`src/rtl/sram_imc_pkg.sv`:
```
// Shared definitions for the SRAM in-memory-compute Wishbone controller.
// Holds the controller FSM state encoding, register window offsets and
// the bit positions of the CTRL and STATUS registers.
package sram_imc_pkg;

  typedef enum logic [2:0] {
    ST_IDLE,
    ST_WRITE,
    ST_READ,
    ST_RDWAIT,
    ST_SETTLE,
    ST_EVAL,
    ST_EVWAIT,
    ST_ACK
  } state_e;

  // adr[16] selects the register window; adr[3:2] picks the register
  localparam int          REG_WIN_BIT = 16;
  localparam logic [1:0]  REG_CTRL    = 2'd0;
  localparam logic [1:0]  REG_STATUS  = 2'd1;
  localparam logic [1:0]  REG_RESULT  = 2'd2;
  localparam logic [1:0]  REG_RSVD    = 2'd3;

  // CTRL fields
  localparam int CTRL_START    = 0;
  localparam int CTRL_IRQ_EN   = 1;
  localparam int CTRL_IREF_LSB = 8;
  localparam int CTRL_ROW_LSB  = 16;

  // STATUS fields
  localparam int STAT_BUSY = 0;
  localparam int STAT_DONE = 1;

endpackage

```
`src/rtl/sram_imc_settle_cnt.sv`:
```
// Settle-time down-counter for the IMC sequence.
// Ports:
//   clk_i   - clock
//   rst_i   - synchronous active-high reset
//   load_i  - reload with the settle length (one cycle before settling starts)
//   en_i    - count down while settling
//   done_o  - high in the last settle cycle
// A settle length of 0 is treated as 1 so the FSM always spends at least
// one cycle with the clamp enabled before evaluating.
module sram_imc_settle_cnt #(
  parameter int SETTLE_CYC = 4
) (
  input  logic clk_i,
  input  logic rst_i,
  input  logic load_i,
  input  logic en_i,
  output logic done_o
);

  localparam int LOAD_VAL = (SETTLE_CYC < 1) ? 1 : SETTLE_CYC;
  localparam int CW       = $clog2(LOAD_VAL + 1);

  logic [CW-1:0] cnt_q;

  always_ff @(posedge clk_i) begin
    if (rst_i)                    cnt_q <= '0;
    else if (load_i)              cnt_q <= CW'(LOAD_VAL);
    else if (en_i && cnt_q != '0) cnt_q <= cnt_q - CW'(1);
  end

  assign done_o = (cnt_q == CW'(1));

endmodule

```
`src/rtl/sram_imc_wb_ctrl.sv`:
```
// Wishbone slave controller for an SRAM in-memory-compute macro.
// Data window (adr[16]=0): plain row writes/reads to the macro.
// Register window (adr[16]=1): CTRL, STATUS, RESULT, reserved.
// A START write kicks off clamp-settle, one evaluation read of the
// CTRL-selected row, and latches the result with a sticky DONE flag.
// Ports:
//   wb_clk_i, wb_rst_i        - clock, synchronous active-high reset
//   wbs_*                     - Wishbone classic slave
//   mem_addr/wdata/we/re      - macro access (rdata valid one cycle after re)
//   mem_rdata                 - macro read data
//   en_vclp, iref_en, imc_irq - analog clamp, Iref enables, completion irq
// Assumes DATA_W <= 32 and DATA_W >= ADDR_W + 16 so every CTRL field fits.
module sram_imc_wb_ctrl
  import sram_imc_pkg::*;
#(
  parameter int          DATA_W     = 32,
  parameter int          ADDR_W     = 8,
  parameter int          N_IREF     = 4,
  parameter int          SETTLE_CYC = 4,
  parameter logic [31:0] BASE_ADDR  = 32'h3000_0000
) (
  input  logic              wb_clk_i,
  input  logic              wb_rst_i,
  input  logic              wbs_cyc_i,
  input  logic              wbs_stb_i,
  input  logic              wbs_we_i,
  input  logic [3:0]        wbs_sel_i,
  input  logic [31:0]       wbs_adr_i,
  input  logic [DATA_W-1:0] wbs_dat_i,
  output logic              wbs_ack_o,
  output logic [DATA_W-1:0] wbs_dat_o,
  output logic [ADDR_W-1:0] mem_addr,
  output logic [DATA_W-1:0] mem_wdata,
  output logic              mem_we,
  output logic              mem_re,
  input  logic [DATA_W-1:0] mem_rdata,
  output logic              en_vclp,
  output logic [N_IREF-1:0] iref_en,
  output logic              imc_irq
);

  function automatic logic [DATA_W-1:0] ctrl_mask();
    logic [DATA_W-1:0] m;
    m = '0;
    m[CTRL_IRQ_EN] = 1'b1;
    for (int i = 0; i < N_IREF; i++) m[CTRL_IREF_LSB+i] = 1'b1;
    for (int i = 0; i < ADDR_W; i++) m[CTRL_ROW_LSB+i]  = 1'b1;
    return m;
  endfunction

  // START is never stored, so it always reads back as 0
  localparam logic [DATA_W-1:0] CTRL_MASK = ctrl_mask();

  state_e            state_q;
  logic [DATA_W-1:0] ctrl_q, result_q, dat_q, mem_wdata_q;
  logic [ADDR_W-1:0] mem_addr_q;
  logic              done_q, start_pend_q, ack_q, mem_we_q, mem_re_q, en_vclp_q;

  logic              req, live, is_reg, busy, settle_done;
  logic              done_set, done_clr, done_d;
  logic [1:0]        reg_idx;
  logic [ADDR_W-1:0] row;
  logic [DATA_W-1:0] wmerge, reg_rdata;
  logic              unused_adr;

  assign live       = wbs_cyc_i & wbs_stb_i;
  assign req        = live & (wbs_adr_i[31:20] == BASE_ADDR[31:20]);
  assign is_reg     = wbs_adr_i[REG_WIN_BIT];
  assign reg_idx    = wbs_adr_i[3:2];
  assign row        = wbs_adr_i[ADDR_W+1:2];
  assign busy       = (state_q == ST_SETTLE) || (state_q == ST_EVAL) || (state_q == ST_EVWAIT);
  assign unused_adr = ^wbs_adr_i;

  // Byte lanes not selected are written as zero, not preserved
  always_comb begin
    wmerge = '0;
    for (int b = 0; b < DATA_W/8; b++)
      wmerge[b*8 +: 8] = wbs_sel_i[b] ? wbs_dat_i[b*8 +: 8] : 8'h00;
  end

  always_comb begin
    reg_rdata = '0;
    case (reg_idx)
      REG_CTRL:   reg_rdata = ctrl_q;
      REG_STATUS: begin
        reg_rdata[STAT_BUSY] = busy;
        reg_rdata[STAT_DONE] = done_q;
      end
      REG_RESULT: reg_rdata = result_q;
      default:    reg_rdata = '0;
    endcase
  end

  // Evaluation completion takes priority over a same-cycle W1C
  assign done_set = (state_q == ST_EVWAIT);
  assign done_clr = (state_q == ST_IDLE) && req && is_reg && wbs_we_i &&
                    (reg_idx == REG_STATUS) && wbs_dat_i[STAT_DONE];
  assign done_d   = done_set | (done_q & ~done_clr);

  sram_imc_settle_cnt #(.SETTLE_CYC(SETTLE_CYC)) u_settle (
    .clk_i  (wb_clk_i),
    .rst_i  (wb_rst_i),
    .load_i ((state_q == ST_ACK) && start_pend_q),
    .en_i   (state_q == ST_SETTLE),
    .done_o (settle_done)
  );

  always_ff @(posedge wb_clk_i) begin
    if (wb_rst_i) begin
      state_q      <= ST_IDLE;
      ctrl_q       <= '0;
      result_q     <= '0;
      done_q       <= 1'b0;
      start_pend_q <= 1'b0;
      ack_q        <= 1'b0;
      dat_q        <= '0;
      mem_addr_q   <= '0;
      mem_wdata_q  <= '0;
      mem_we_q     <= 1'b0;
      mem_re_q     <= 1'b0;
      en_vclp_q    <= 1'b0;
    end else begin
      // strobes and the ack/data pair are single-cycle by default
      mem_we_q <= 1'b0;
      mem_re_q <= 1'b0;
      ack_q    <= 1'b0;
      dat_q    <= '0;
      done_q   <= done_d;
      case (state_q)
        ST_IDLE: if (req) begin
          if (is_reg) begin
            ack_q   <= 1'b1;
            state_q <= ST_ACK;
            if (wbs_we_i) begin
              if (reg_idx == REG_CTRL) begin
                ctrl_q       <= wbs_dat_i & CTRL_MASK;
                start_pend_q <= wbs_dat_i[CTRL_START] & ~busy;
              end
            end else begin
              dat_q <= reg_rdata;
            end
          end else begin
            mem_addr_q <= row;
            if (wbs_we_i) begin
              mem_wdata_q <= wmerge;
              mem_we_q    <= 1'b1;
              state_q     <= ST_WRITE;
            end else begin
              mem_re_q <= 1'b1;
              state_q  <= ST_READ;
            end
          end
        end
        // an abandoned cycle still finishes the macro access but gets no ack
        ST_WRITE: begin
          ack_q   <= live;
          state_q <= ST_ACK;
        end
        ST_READ: state_q <= ST_RDWAIT;
        ST_RDWAIT: begin
          ack_q   <= live;
          if (live) dat_q <= mem_rdata;
          state_q <= ST_ACK;
        end
        ST_ACK: begin
          if (start_pend_q) begin
            start_pend_q <= 1'b0;
            en_vclp_q    <= 1'b1;
            state_q      <= ST_SETTLE;
          end else begin
            state_q <= ST_IDLE;
          end
        end
        ST_SETTLE: if (settle_done) begin
          mem_re_q   <= 1'b1;
          mem_addr_q <= ctrl_q[CTRL_ROW_LSB +: ADDR_W];
          state_q    <= ST_EVAL;
        end
        ST_EVAL: state_q <= ST_EVWAIT;
        ST_EVWAIT: begin
          result_q  <= mem_rdata;
          en_vclp_q <= 1'b0;
          state_q   <= ST_IDLE;
        end
        default: state_q <= ST_IDLE;
      endcase
    end
  end

  assign wbs_ack_o = ack_q;
  assign wbs_dat_o = dat_q;
  assign mem_addr  = mem_addr_q;
  assign mem_wdata = mem_wdata_q;
  assign mem_we    = mem_we_q;
  assign mem_re    = mem_re_q;
  assign en_vclp   = en_vclp_q;
  assign iref_en   = ctrl_q[CTRL_IREF_LSB +: N_IREF];
  assign imc_irq   = done_q & ctrl_q[CTRL_IRQ_EN];

endmodule

```
`config.mk`:
```
export PLATFORM = sky130hd
export DESIGN_NAME = sram_imc_wb_ctrl
export DESIGN_NICKNAME = d
export VERILOG_FILES = /design/src/rtl/sram_imc_pkg.sv /design/src/rtl/sram_imc_settle_cnt.sv /design/src/rtl/sram_imc_wb_ctrl.sv
export SDC_FILE = /design/constraint.sdc
export NUM_CORES = 1
export LEC_CHECK = 0
export CORE_ASPECT_RATIO = 1.5
export CORE_UTILIZATION = 45
export DETAILED_ROUTE_END_ITERATION = 10
export PLACE_DENSITY = 0.89
export SKIP_LAST_GASP = 1
export SYNTH_ARGS = -nofsm -noshare
export SYNTH_HDL_FRONTEND = slang
export SYNTH_SLANG_ARGS = --single-unit
export TNS_END_PERCENT = 10
```
`constraint.sdc`:
```
create_clock -name wb_clk_i -period 7 [get_ports wb_clk_i]
set_clock_uncertainty 0.1 [all_clocks]
set_input_delay 1.4 -clock wb_clk_i [delete_from_list [all_inputs] [get_ports wb_clk_i]]
set_output_delay 1.4 -clock wb_clk_i [all_outputs]
set_load 0.005 [all_outputs]
```
==> run_results.csv <==
group,metric,value,unit
worst_hold_path,hold_path_class,"register to register",
routing,drtAntennaViolNets,0,
floorplan,initial_core_util,46.2,%
floorplan,ios,186,
grt,overflow,0,
cts,ctsHoldBuffers,0,
power_and_ir_drop,p_seq_share,42.5,%
finish,drive_gt1_share,8.24,%
logic_synthesis,synth-seq-cells,129,
setup_path,crit_fanout,18,
finish,fin_nets,847,
power_and_ir_drop,comb_power_share,7.6,%
floorplan,dieArea,0.0122,mm²
floorplan,core_area,0.0115,mm²
logic_synthesis,synthArstFlopShare,0,%
placement,port_buffers,174,
power_and_ir_drop,p_sw,0.407,mW
logic_synthesis,ys_seq_area_share,48.7,%
logic_synthesis,synth_edf_count,0,
setup_path,path_cells,"clkdlybuf4s50_1 > or4_1 > nor4_4 > and4_1 > a22o_1",
flow_run,drv_cap,0,
cts,cts_made_buffers,17,
routing,drc_errors,0,
sta,slew_viol_final,0,
placement,detailed_place_hpwl,11000,µm
logic_synthesis,yosysTopAreaCell,"dfxtp_1",
sta,fin_crit,4.13,ns
floorplan,rows,48,
floorplan,die_h,135,µm
grt,grt_first_pass_wirelength,25400,µm
power_and_ir_drop,leakage,2.55,nW
power_and_ir_drop,power.density,231,mW/mm²
sta,timing.final.crit_share,59.0,%
power_and_ir_drop,internal-power,1.35,mW
logic_synthesis,yosys_warnings,0,
logic_synthesis,synth.area.top_cells,"dfxtp_1, a21oi_1, nand2_1",
cts,cts_root_buf,"clkbuf_16",
grt,grt_usage,26.1,%
cts,cts.htree.levels,4,
setup_path,path_class,"input pin to register",
cts,post_cts_resized,0,
sta,setup_violations,0,
cts,cts_tree,"built",
finish,area_growth,43.4,%
cts,cts_sinks,129,
power_and_ir_drop,swShare,23.2,%
sta,rsz0062_at_grt,"no",
logic_synthesis,avgSynthCellArea,8.77,µm²
placement,finalWeightedCongestion,0.870,
routing,postRouteWirelength,15800,µm
routing,drtIter0Drc,404,
worst_hold_path,holdCritStartpoint,"result_q[2]$_SDFFE_PP0N_",
power_and_ir_drop,pwr-share-clk,49.9,%
logic_synthesis,synth_fp_nets,712,
power_and_ir_drop,power,1.76,mW
sta,setup_tns,0,ns
setup_path,worst-endpoint-required,7.25,ns
setup_path,critical_path.startpoint,"wbs_adr_i[25]",
logic_synthesis,synth_common_cells,"dfxtp_1, a21oi_1, nand2_1, o21ai_1, clkbuf_1",
sta,fmax,0.242,GHz
routing,num_vias,5234,
logic_synthesis,synth_ff_type,"dfxtp_1",
logic_synthesis,yosys.area.top_type_share,48.7,%
cts,clock_latency,0.41,ns
setup_path,slowest_stage,"nor4_4",
grt,grt_pass1_vias,5303,
floorplan,die-width,90.6,µm
setup_path,critPathTopFamily,"simple AND/OR/NAND/NOR gates",
sta,relSlewSlack,17.9,%
sta,worstMarginPinSlew,1.23,ns
routing,routedWlPerCell,17.5,µm
logic_synthesis,ys_types,48,
grt,antenna_found_initial,0,
cts,post_cts_buffers,0,
cts,clock_path_buffers,2,
run_status,status,"finished clean",
routing,dr.pass1.iters,6,
logic_synthesis,syn_area,0.00530,mm²
grt,grt_start_max_net_pins,100,
sta,hold_viol,0,
cts,clkSlewWorstSetupHoldPaths,0.06,ns
finish,antenna_cells,0,
setup_path,critPathCaptureType,"register",
power_and_ir_drop,vdd_drop_max,0.000189,V
setup_path,regToRegStartpoint,"state_q[1]$_SDFFE_PP0P_",
routing,viasPerCell,5.80,
logic_synthesis,synthCells,604,
setup_path,cp.arrival,4.39,ns
logic_synthesis,synth.most_common_cell,"dfxtp_1",
setup_path,cp_slowest_stage_delay,0.89,ns
setup_path,start_kind,"input pin",
setup_path,critPathBufInv,1,
-- final cells by class --
| type | instances | area, µm² |
|---|---|---|
| fill | 887 | 3870 |
| sequential | 129 | 2580 |
| multi-input combinational | 405 | 2440 |
| timing repair buffer | 179 | 1780 |
| clock buffer | 21 | 460 |
| tap | 150 | 188 |
| clock inverter | 11 | 130 |
| inverter | 7 | 26.3 |
-- cells in the final DEF (no fill, tap or decap), types with 3 or more instances in the layout --
master and n:
clkdlybuf4s50_1 173, o21ai_1 45, nand4_1 32, buf_4 6
mux2_2 12, and2_1 3, dfxtp_1 129, nand3_1 32
a211oi_1 17, a22o_1 20, mux2i_1 11, clkbuf_16 17
a21oi_1 95, nand2_1 83, nor2_1 7, nor3_1 6
inv_1 7, nor4_4 3, clkinvlp_4 4, ha_1 3
-- worst reg2reg max path: cells and delay by family, from the launching register on --
family          cells  cell delay (ns)
compound gates      1             0.23
flops               1             0.44
simple gates        3             2.46
-- sequential cells by signal (all words and copies together) (netlist names) --
| signal | count |
|---|---|
| done_q | 1 |
| mem_wdata | 32 |
| mem_we | 1 |
| state_q | 3 |
| ctrl_q | 13 |
| wbs_dat_o | 32 |
| start_pend_q | 1 |
| result_q | 32 |
| mem_re | 1 |
| wbs_ack_o | 1 |
| u_settle.cnt_q | 3 |
| en_vclp | 1 |
| mem_addr | 8 |
-- power groups by stage --
stage	logic [mW]	registers [mW]	clock network [mW]
3_5_place_dp	0.131	0.762	0
3_3_place_gp	0.128	0.762	0
6_report	0.133	0.747	0.876
4_1_cts	0.132	0.746	0.885
2_1_floorplan	0.0652	0.756	0
5_1_grt	0.143	0.747	0.916
-- per-layer routing --
metal | wire length, µm | GRT usage, %
met2 | 8290 | 47.3
met4 | 436 | 13.0
met1 | 5980 | 27.7
met5 | 0 | 0
met3 | 1110 | 6.98
-- stage by stage --
step	util, %	instances	worst slack (ns)	area [µm²]	hold WS (ns)
5_1_grt	66.3	902	2.75	7600	0.372
2_1_floorplan	-	604	3.71	5300	0.333
6_report	66.3	902	2.87	7600	0.353
3_3_place_gp	61.1	870	2.52	7000	0.338
4_1_cts	66.2	902	2.91	7590	0.352
3_5_place_dp	61.1	870	2.49	7000	0.345
-- path summary, 6_finish.rpt --
check	cells past startpoint	end	slack, ns
worst max-delay path	5	wbs_dat_o[28]$_SDFF_PP0_	2.87
worst min-delay path	2	result_q[2]$_SDFFE_PP0N_	0.35
worst max register to register	4	wbs_dat_o[28]$_SDFF_PP0_	3.72
worst min register to register	2	result_q[2]$_SDFFE_PP0N_	0.35
-- cell families after synthesis --
kind of cell    share of synthesized area (%)
fa+ha+maj                               0.708
simple gates                             19.1
flops                                    48.7
buf+inv                                  6.14
mux                                      4.63
compound gates                           20.4
xor+xnor                                0.331
Power figures use the tool's default switching activity.
